--- config.mk ---
export PLATFORM = sky130hd
export DESIGN_NAME = regfile_wb_arbiter
export DESIGN_NICKNAME = d
export VERILOG_FILES = /design/src/rtl/mips_pkg.sv /design/src/rtl/regfile_wb_fifo.sv /design/src/rtl/regfile_wb_arbiter.sv
export SDC_FILE = /design/constraint.sdc
export NUM_CORES = 1
export LEC_CHECK = 0
export BUFFER_PORTS_ARGS = -buffer_cell sky130_fd_sc_hd__buf_2
export CELL_PAD_IN_SITES_DETAIL_PLACEMENT = 0
export CELL_PAD_IN_SITES_GLOBAL_PLACEMENT = 1
export CORE_UTILIZATION = 36
export DETAILED_ROUTE_END_ITERATION = 10
export HOLD_SLACK_MARGIN = 0.15
export PLACE_DENSITY_LB_ADDON = 0.05
export SYNTH_ARGS = -nofsm -noshare
export SYNTH_HDL_FRONTEND = slang
export SYNTH_SLANG_ARGS = --single-unit
--- constraint.sdc ---
create_clock -name clk -period 3.15 [get_ports clk]
set_clock_uncertainty 0.15 [all_clocks]
set_input_delay 0.4725 -clock clk [delete_from_list [all_inputs] [get_ports clk]]
set_output_delay 0.4725 -clock clk [all_outputs]
set_load 0.01 [all_outputs]
--- src/rtl/mips_pkg.sv ---
// Shared types and constants for the register-file writeback arbiter.
package mips_pkg;

  typedef enum logic [1:0] {
    IDLE  = 2'd0,
    WAIT  = 2'd1,
    STALL = 2'd2
  } wb_state_e;

  localparam logic [4:0] REG_RA     = 5'd31;
  localparam int         WB_ADDR_W  = 5;
  localparam int         WB_DATA_W  = 32;
  localparam int         WB_ENTRY_W = WB_ADDR_W + WB_DATA_W;

endpackage

--- src/rtl/regfile_wb_fifo.sv ---
// Two-entry FIFO holding {addr, data} multiply/divide results; head is visible combinationally.
// No added latency; push is ignored when full and pop is ignored when empty.
module regfile_wb_fifo
  import mips_pkg::*;
#(
  parameter int W = WB_ENTRY_W
) (
  input  logic         i_clk,
  input  logic         i_rst_n,
  input  logic         i_push,
  input  logic [W-1:0] i_push_dat,
  input  logic         i_pop,
  output logic [W-1:0] o_head_dat,
  output logic         o_empty,
  output logic         o_full,
  output logic [1:0]   o_count
);

  logic [W-1:0] r_mem [2];
  logic         r_wr_ptr;
  logic         r_rd_ptr;
  logic [1:0]   r_count;
  logic         w_push;
  logic         w_pop;

  assign w_push = i_push & (r_count != 2'd2);
  assign w_pop  = i_pop & (r_count != 2'd0);

  always_ff @(posedge i_clk or negedge i_rst_n) begin
    if (!i_rst_n) begin
      r_mem[0] <= '0;
      r_mem[1] <= '0;
      r_wr_ptr <= 1'b0;
      r_rd_ptr <= 1'b0;
      r_count  <= 2'd0;
    end else begin
      if (w_push) begin
        r_mem[r_wr_ptr] <= i_push_dat;
        r_wr_ptr        <= ~r_wr_ptr;
      end
      if (w_pop) r_rd_ptr <= ~r_rd_ptr;
      r_count <= r_count + {1'b0, w_push} - {1'b0, w_pop};
    end
  end

  assign o_head_dat = r_mem[r_rd_ptr];
  assign o_empty    = (r_count == 2'd0);
  assign o_full     = (r_count == 2'd2);
  assign o_count    = r_count;

endmodule

--- src/rtl/regfile_wb_arbiter.sv ---
// Shares the register-file write port between the pipeline (A, fixed priority) and a buffered mul/div port (B).
// Writes land one cycle after grant; b_ready drops when the FIFO is full, stall_req asks A to yield when B starves.
module regfile_wb_arbiter
  import mips_pkg::*;
#(
  parameter int STARVE_LIMIT = 4
) (
  input  logic        clk,
  input  logic        rst,
  input  logic        a_valid,
  input  logic [4:0]  a_addr,
  input  logic [31:0] a_data,
  input  logic        a_jal,
  input  logic        b_valid,
  output logic        b_ready,
  input  logic [4:0]  b_addr,
  input  logic [31:0] b_data,
  input  logic        iss_valid,
  input  logic [4:0]  iss_addr,
  input  logic [4:0]  chk_addr0,
  input  logic [4:0]  chk_addr1,
  output logic        hazard,
  output logic        stall_req,
  output logic        wr_en,
  output logic [4:0]  wr_addr,
  output logic [31:0] wr_data,
  output logic        JumpAndLink
);

  localparam logic [3:0] LIM = 4'(STARVE_LIMIT);

  logic                  w_full;
  logic                  w_empty;
  logic [1:0]            w_count;
  logic [1:0]            w_count_nxt;
  logic [WB_ENTRY_W-1:0] w_head;
  logic [4:0]            w_head_addr;
  logic [31:0]           w_head_data;
  logic                  w_b_push;
  logic                  w_grant_b;
  logic                  w_blocked;
  logic [31:0]           r_pend;
  logic [31:0]           w_pend_nxt;
  logic [3:0]            r_blk;
  logic [3:0]            w_blk_nxt;
  wb_state_e             r_state;
  wb_state_e             w_state_nxt;
  logic                  r_wr_en;
  logic [4:0]            r_wr_addr;
  logic [31:0]           r_wr_data;
  logic                  r_jal;

  assign b_ready     = ~w_full;
  assign w_b_push    = b_valid & ~w_full;
  assign w_grant_b   = ~a_valid & ~w_empty;
  assign w_blocked   = a_valid & ~w_empty;
  assign {w_head_addr, w_head_data} = w_head;
  assign w_count_nxt = w_count + {1'b0, w_b_push} - {1'b0, w_grant_b};

  regfile_wb_fifo #(.W(WB_ENTRY_W)) u_fifo (
    .i_clk      (clk),
    .i_rst_n    (rst),
    .i_push     (w_b_push),
    .i_push_dat ({b_addr, b_data}),
    .i_pop      (w_grant_b),
    .o_head_dat (w_head),
    .o_empty    (w_empty),
    .o_full     (w_full),
    .o_count    (w_count)
  );

  // Register 0 is never written; a B head aimed at it is still popped.
  always_ff @(posedge clk or negedge rst) begin
    if (!rst) begin
      r_wr_en   <= 1'b0;
      r_wr_addr <= 5'd0;
      r_wr_data <= 32'd0;
      r_jal     <= 1'b0;
    end else if (a_valid) begin
      r_wr_en   <= a_jal | (a_addr != 5'd0);
      r_wr_addr <= a_jal ? REG_RA : a_addr;
      r_wr_data <= a_data;
      r_jal     <= a_jal;
    end else if (w_grant_b) begin
      r_wr_en   <= (w_head_addr != 5'd0);
      r_wr_addr <= w_head_addr;
      r_wr_data <= w_head_data;
      r_jal     <= 1'b0;
    end else begin
      r_wr_en   <= 1'b0;
      r_jal     <= 1'b0;
    end
  end

  assign wr_en       = r_wr_en;
  assign wr_addr     = r_wr_addr;
  assign wr_data     = r_wr_data;
  assign JumpAndLink = r_jal;

  // A same-cycle issue wins over the retiring write to the same register.
  always_comb begin
    w_pend_nxt = r_pend;
    if (w_grant_b) w_pend_nxt[w_head_addr] = 1'b0;
    if (iss_valid) w_pend_nxt[iss_addr] = 1'b1;
    w_pend_nxt[0] = 1'b0;
  end

  always_comb begin
    w_blk_nxt = r_blk;
    if (w_grant_b || r_state == IDLE) w_blk_nxt = 4'd0;
    else if (w_blocked && r_blk < LIM) w_blk_nxt = r_blk + 4'd1;
  end

  always_ff @(posedge clk or negedge rst) begin
    if (!rst) begin
      r_pend  <= 32'd0;
      r_blk   <= 4'd0;
      r_state <= IDLE;
    end else begin
      r_pend  <= w_pend_nxt;
      r_blk   <= w_blk_nxt;
      r_state <= w_state_nxt;
    end
  end

  always_comb begin
    w_state_nxt = r_state;
    case (r_state)
      IDLE:    if (w_b_push) w_state_nxt = WAIT;
      WAIT: begin
        if (w_count_nxt == 2'd0)    w_state_nxt = IDLE;
        else if (w_blk_nxt >= LIM)  w_state_nxt = STALL;
      end
      STALL:   if (w_grant_b) w_state_nxt = (w_count_nxt == 2'd0) ? IDLE : WAIT;
      default: w_state_nxt = IDLE;
    endcase
  end

  always_comb begin
    stall_req = 1'b0;
    if (r_state == STALL) stall_req = 1'b1;
  end

  assign hazard = r_pend[chk_addr0] | r_pend[chk_addr1];

endmodule

After elaboration in Yosys (flattened, before gate mapping):

Index checks and enable logic that the tools add are counted.

* div/mod/pow operators: 0
* shift-type cells: 0
* magnitude comparators: 11
* multipliers: 0
* bitwise logic cells: 17
* add/sub/neg operators: 5
* reduce and logical (&&, ||, !) cells: 13
* muxes and demuxes: 33
* eq/ne operators: 7

Operators by type and width (number)
* two-way mux 37 bit: 4
* two-way mux 32 bit: 4
* bitwise mux 74 bit: 1
* demux 37 bit (select 1 bit): 1
* AND 32 bit: 1
* NOT 32 bit: 1
* OR 32 bit: 1
* less-than comparator 5 x 6 -> 1 bit (second input constant): 4
* two-way mux 5 bit: 3
* binary-select mux 1 bit (select 5 bit): 2
* demux 1 bit (select 5 bit): 2
* greater-or-equal comparator 5 x 1 -> 1 bit (second input constant): 2
* nonzero test 5 bit: 2
* two-way mux 1 bit: 9
* two-way mux 2 bit: 4
* two-way mux 4 bit: 2
* zero test 2 bit: 3
* one-hot mux 2 bit (3 select lines): 1
* AND 1 bit: 5
* NOT 1 bit: 5
* adder 2 x 1 -> 2 bit: 2
* adder 4 x 1 -> 4 bit (second input constant): 1
* equality test 2 bit (second input constant): 2
* greater-or-equal comparator 2 bit (second input constant): 2
* other kinds (14): 22

* input port bits: 95
* word-level logic and storage cells: 98
* bits in registers: 154
* memory bits (read-only): 0
* bits in writable memories: 0
* memories: 0
* output and inout port bits: 42
* bits in latches: 0

Logic depth before layout (Yosys ltp):

* depth after elaboration: 13
* mapped depth: 8

Hierarchy:

A second synthesis with hierarchy kept.

* cells, all modules: 596
* area total of the unflattened synthesis: 7571.0 sq um

By module, submodules not included
* regfile_wb_arbiter: cells an instance 381, sequential area each 1901.8 sq um, area each 3987.6 sq um, instances 1
* regfile_wb_fifo: cells an instance 215, sequential area each 1951.9 sq um, area each 3583.4 sq um, instances 1

Worst setup path before layout:

No wires, ideal clock.

* path type: input -> output
* from: in chk_addr0[0]
* to: out hazard
* data required time: 2.527 ns
* stages: 5
* buffers on the path: 1
* arrival: 1.657 ns
* setup slack: 0.871 ns
* cell sequence: buf_6 mux4_1 mux2_2 a21oi_2 o211ai_1

* word-level cells in the longest chain between the ends: 3

RTL lines
* from (decl): line regfile_wb_arbiter.sv:20 `input logic [4:0] chk_addr0,`
* binary-select mux 1 bit (select 5 bit): line regfile_wb_arbiter.sv:144 `assign hazard = r_pend[chk_addr0] | r_pend[chk_addr1];`
* two-way mux 1 bit (implied by the code): line regfile_wb_arbiter.sv:144
* OR 1 bit: line regfile_wb_arbiter.sv:144
* to (decl): line regfile_wb_arbiter.sv:22 `output logic hazard,`

No other way between the ends. The select of a mux whose other input is x is not followed.

Final worst setup path:

* from: reg r_pend[26]
* to: out hazard

* word-level cells in the longest chain between the ends: 3
* elaborated cells between the ends (all ways): 5
* those cells by class: 4 x mux; 1 x bitwise

RTL lines
* from (decl): line regfile_wb_arbiter.sv:42 `logic [31:0] r_pend;`
* from (signal assigned): line regfile_wb_arbiter.sv:120 `r_pend <= w_pend_nxt;`
* binary-select mux 1 bit (select 5 bit): line regfile_wb_arbiter.sv:144
* two-way mux 1 bit (implied by the code): line regfile_wb_arbiter.sv:144
* OR 1 bit *: line regfile_wb_arbiter.sv:144

Every way passes the cells marked *; elsewhere a longest branch is shown, timed or not. The select of a mux whose other input is x is not followed.

==> flow_results.org <==
** Run status
- Result of the run :: complete, no violations

** Setup path
- The startpoint identified for the worst register-to-register timing path is u_fifo.o_count[0]$_DFF_PN0_.
- STA classifies the critical path startpoint as a register.
- Critical-path top delay cell :: sky130_fd_sc_hd__mux4_2
- At the worst endpoint, the arrival time is 2010 ps.
- Highest fanout seen on the critical path :: 3
- For this run, the slowest stage of the critical path takes between 400 and 500 ps.
- Path type of the worst setup path :: reg -> out
- Number of cells on the critical path :: 5
- STA classifies the critical path endpoint as an output pin.
- The kind of cell with the highest combined delay along the critical path is multiplexers.
- Depth of the worst register-to-register path :: 6
- The number of buffers and inverters on the critical path is 1.
- The signal on the critical path passes through mux4_2 -> mux2_2 -> a31oi_1 -> o211ai_1 -> buf_2.
- WP data required :: 2530 ps
- The setup check on the worst reg-to-reg path leaves a slack of 940 ps.
- The worst register-to-register path ends at u_fifo.r_mem[3]$_DFFE_PN0P_.

** Synth
- Yosys warnings :: 0
- In this run, synthesis produced a sequential element count of 154.
- Mean cell area of the mapped netlist :: 11.28 sq um
- Number of library cell types mapped by synthesis :: 46
- Synthesis produced a netlist with a net count of ~750.
- Post-synth EDFFs :: 0
- The most used flip-flop cell after synthesis is sky130_fd_sc_hd__dfrtp_1.
- Count of mapped cells out of synthesis :: 648
- Of the synthesized area, sequential elements account for 0.5273.
- Fraction of synthesis flops using an asynchronous set or reset pin :: 1.000
- Synthesized cell area :: 0.007308 sq mm

** Global route
- First-pass GRT wire length :: roughly 31 mm
- Maximum number of pins on one net before global-route repair :: 81
- Across every metal layer, demand over resource in global routing totals 0.1927.
- Number of antenna violations at the first check in global routing :: 1
- Number of global-route vias before repair :: 6008
- For this run the aggregate overflow at the end of global routing stands at 0.

** Detailed routing
- Total detailed-routing wirelength :: 18.59 mm
- Count of unresolved DRC violations after routing :: 0
- Using the TritonRoute via totals, the vias-per-cell ratio works out to 5.067.
- Vias :: 5710
- The detail route stage leaves a number of antenna-violating nets equal to 0.
- Routed wire per std cell :: 16.50 um
- DRC marker count from the first detailed-route iteration :: 237
- For this run, the detailed router's first-pass iteration total came to 4.

** Power and ir drop
- Power per Cell Area :: 940.1 mW/mm^2
- Worst voltage drop across the vdd grid :: 0.4160 mV
- In this run the static leakage power is between 4 and 5 nW.

** Placement
- The congestion estimate from routability-driven global placement came to 0.8574.
- Timing analysis after detailed placement gives a worst setup slack of 587.2 ps.
- Final HPWL DP :: approximately 13 mm
- Total of buffers placed on input and output ports :: 136

** Floorplan
- The floorplan has 51 rows.
- The floorplan step set the die height to 144.5 um.
- From left edge to right edge, the die measures 144.5 um.
- The core region is 0.01965 sq mm.
- I/O pin cnt :: 137
- Starting Density :: 0.3718
- The floorplan step defined a die boundary enclosing between 0.02 and 0.025 sq mm.

** Timing
- Final Max Slew Viols :: 0
- Unrepaired setup endpoints after global routing :: no
- Minimum period implied by the final worst setup slack :: 2630 ps
- After routing, the total negative slack on setup checks comes to 0 ps.
- Final Worst Setup Slack :: slightly above 500 ps
- Highest clock rate :: 380.2 MHz
- Least-Margin Pin Slew :: approximately 800 ps
- Dividing the final minimum period by the clock period gives 0.8350.
- The worst pin sits at a relative slew slack of 0.4680.
- Setup violations remaining at the end of the flow were counted as 0.
- The count of final hold-check violations came to 0.

** Clocking
- Resize count post-CTS :: 0
- Clock tree from TritonCTS :: done
- The cell sitting at the root of the clock tree is a sky130_fd_sc_hd__clkbuf_16.
- Max clock buf depth :: 2
- Clock latency on the worst-skew pair, taken at its later pin, is approximately 420 ps.
- Counting the buffers created by CTS gives 17.
- H-Tree Level Count :: 4
- Clock-pin slew was measured on the worst setup and hold paths at 70 ps.
- Counting every sink on the clock net gives ~150.

** Cells and area
- For this run, the share of the core covered by cells in the final layout is 0.4871.
- Of the cells placed in the final design, the portion with a size suffix greater than 1 is 0.2323.
- Most common cell after layout, fill and taps aside :: sky130_fd_sc_hd__dfrtp_1
- The area growth from synthesis to layout is 30.99%.
- Layout net count :: 948
- Number of fillers in the final layout :: 1869
- Top library cells by usage in the layout, fill and taps aside :: sky130_fd_sc_hd__dfrtp_1 (153), sky130_fd_sc_hd__buf_2 (135), sky130_fd_sc_hd__o21ai_1 (96)

** Hold path
- Along the worst hold path, the cell count comes to 3.
- Type of the most critical hold path :: in -> reg
- Min-delay src :: a_addr[0]
- The path with the worst hold slack has its endpoint at wr_addr[0]$_DFFE_PN0P_.

** Flow run
- Max-cap violations in this run came to 0.
-- worst register-to-register path, cell delays in order, from the launching register on --
cell and delay, ps:
sky130_fd_sc_hd__dfrtp_1 450, sky130_fd_sc_hd__nand2b_1 200, sky130_fd_sc_hd__nand2_2 180, sky130_fd_sc_hd__inv_2 70, sky130_fd_sc_hd__nand2_2 440, sky130_fd_sc_hd__buf_12 260
sky130_fd_sc_hd__mux2_1 350
-- timing repair --
item | 4_1_cts | 5_1_grt
hold buffers | 72 | 0
endpoints found under the hold margin | 180 | 0
setup buffers | 0 | 0
-- where the power goes --
group	switching (mW)	internal (mW)	total, mW
sequential	0.658	2.90	3.56
clock	0.876	1.26	2.14
combinational	1.74	1.56	3.30
-- synth_stat cells (2+ instances only) --
library cell,instances,area [sq um]
sky130_fd_sc_hd__xnor2_1,4,35.03
sky130_fd_sc_hd__mux2_1,74,833.3
sky130_fd_sc_hd__mux4_2,10,225.2
sky130_fd_sc_hd__xor2_1,2,17.52
sky130_fd_sc_hd__buf_2,12,60.06
sky130_fd_sc_hd__or3b_2,3,26.28
sky130_fd_sc_hd__mux2_2,3,33.78
sky130_fd_sc_hd__o21ai_0,16,80.08
sky130_fd_sc_hd__buf_6,3,33.78
sky130_fd_sc_hd__buf_4,7,52.55
sky130_fd_sc_hd__nand3b_1,8,60.06
sky130_fd_sc_hd__o22ai_1,2,12.51
sky130_fd_sc_hd__clkbuf_1,13,48.80
sky130_fd_sc_hd__and3b_1,2,17.52
sky130_fd_sc_hd__nand2_1,51,191.4
sky130_fd_sc_hd__ha_1,4,50.05
sky130_fd_sc_hd__a31oi_1,2,12.51
sky130_fd_sc_hd__o211ai_1,5,37.54
sky130_fd_sc_hd__nand3_1,5,25.02
sky130_fd_sc_hd__inv_1,9,33.78
sky130_fd_sc_hd__mux2i_1,43,430.4
sky130_fd_sc_hd__nor2_1,46,172.7
sky130_fd_sc_hd__a21oi_1,43,215.2
sky130_fd_sc_hd__nand2_2,2,12.51
sky130_fd_sc_hd__nor3_1,3,15.01
sky130_fd_sc_hd__o21ai_1,96,480.5
sky130_fd_sc_hd__nand2b_1,6,37.54
sky130_fd_sc_hd__dfrtp_1,154,3854
sky130_fd_sc_hd__mux4_1,3,78.83
-- state kept, by name, summed over array words and instances (netlist names) --
register / count
u_fifo.o_count: 2
r_pend: 31
u_fifo.r_mem: 74
u_fifo.r_wr_ptr: 1
JumpAndLink: 1
wr_en: 1
wr_data: 32
r_blk: 4
wr_addr: 5
u_fifo.r_rd_ptr: 1
r_state: 2
-- cell type report --
type | instances | area, sq um | area share
tap | 265 | 331.6 | 0.03464
clock buffer | 17 | 425.4 | 0.04444
clock inverter | 14 | 183.9 | 0.01921
sequential | 154 | 3855 | 0.4027
multi-input combinational | 449 | 3237 | 0.3381
timing repair buffer | 217 | 1500 | 0.1567
antenna | 1 | 2.502 | 0.0002614
inverter | 10 | 37.54 | 0.003921
-- per-layer routing --
metal | GRT usage | wire, um
met5 | 0 | 0
met4 | 0.05540 | 228
met3 | 0.04735 | 754
met2 | 0.3186 | 8956
met1 | 0.2495 | 8652
-- how the worst max path moves through the flow --
| stage | to | start | slack (ps) |
|---|---|---|---|
| after floorplan | hazard | chk_addr0[0] | 870 |
| after global placement | hazard | chk_addr0[0] | 610 |
| final | hazard | r_pend[26]$_DFF_PN0_ | 520 |
| after detailed placement | hazard | chk_addr0[0] | 590 |
| after CTS | hazard | r_pend[31]$_DFF_PN0_ | 500 |
| after global routing | hazard | r_pend[31]$_DFF_PN0_ | 430 |
-- cells by family (layout without fill, tap and decap cells) --
family / count (synthesis) / count (layout) / synth area share
buffers and inverters: 45 / 258 / 0.03184
DFF: 154 / 154 / 0.5273
AOI/OAI and AO/OA: 171 / 171 / 0.1229
xor gates and xnor gates: 6 / 6 / 0.007190
adders and majority gates: 4 / 4 / 0.006848
muxes: 133 / 133 / 0.2191
other: 0 / 1 / 0
and+or+nand+nor: 135 / 135 / 0.08475
-- per-stage QoR --
step,power (mW),std cells,cell area [sq um],hold slack (ps)
2_1_floorplan,5.786,648,7308,26.91
3_3_place_gp,6.752,1023,8240,316.0
3_5_place_dp,6.881,1023,8240,323.9
4_1_cts,9.133,1126,9570,156.2
5_1_grt,9.715,1127,9573,185.6
6_report,9.000,1127,9573,177.6
No activity file was read; power rests on OpenSTA's default activity.
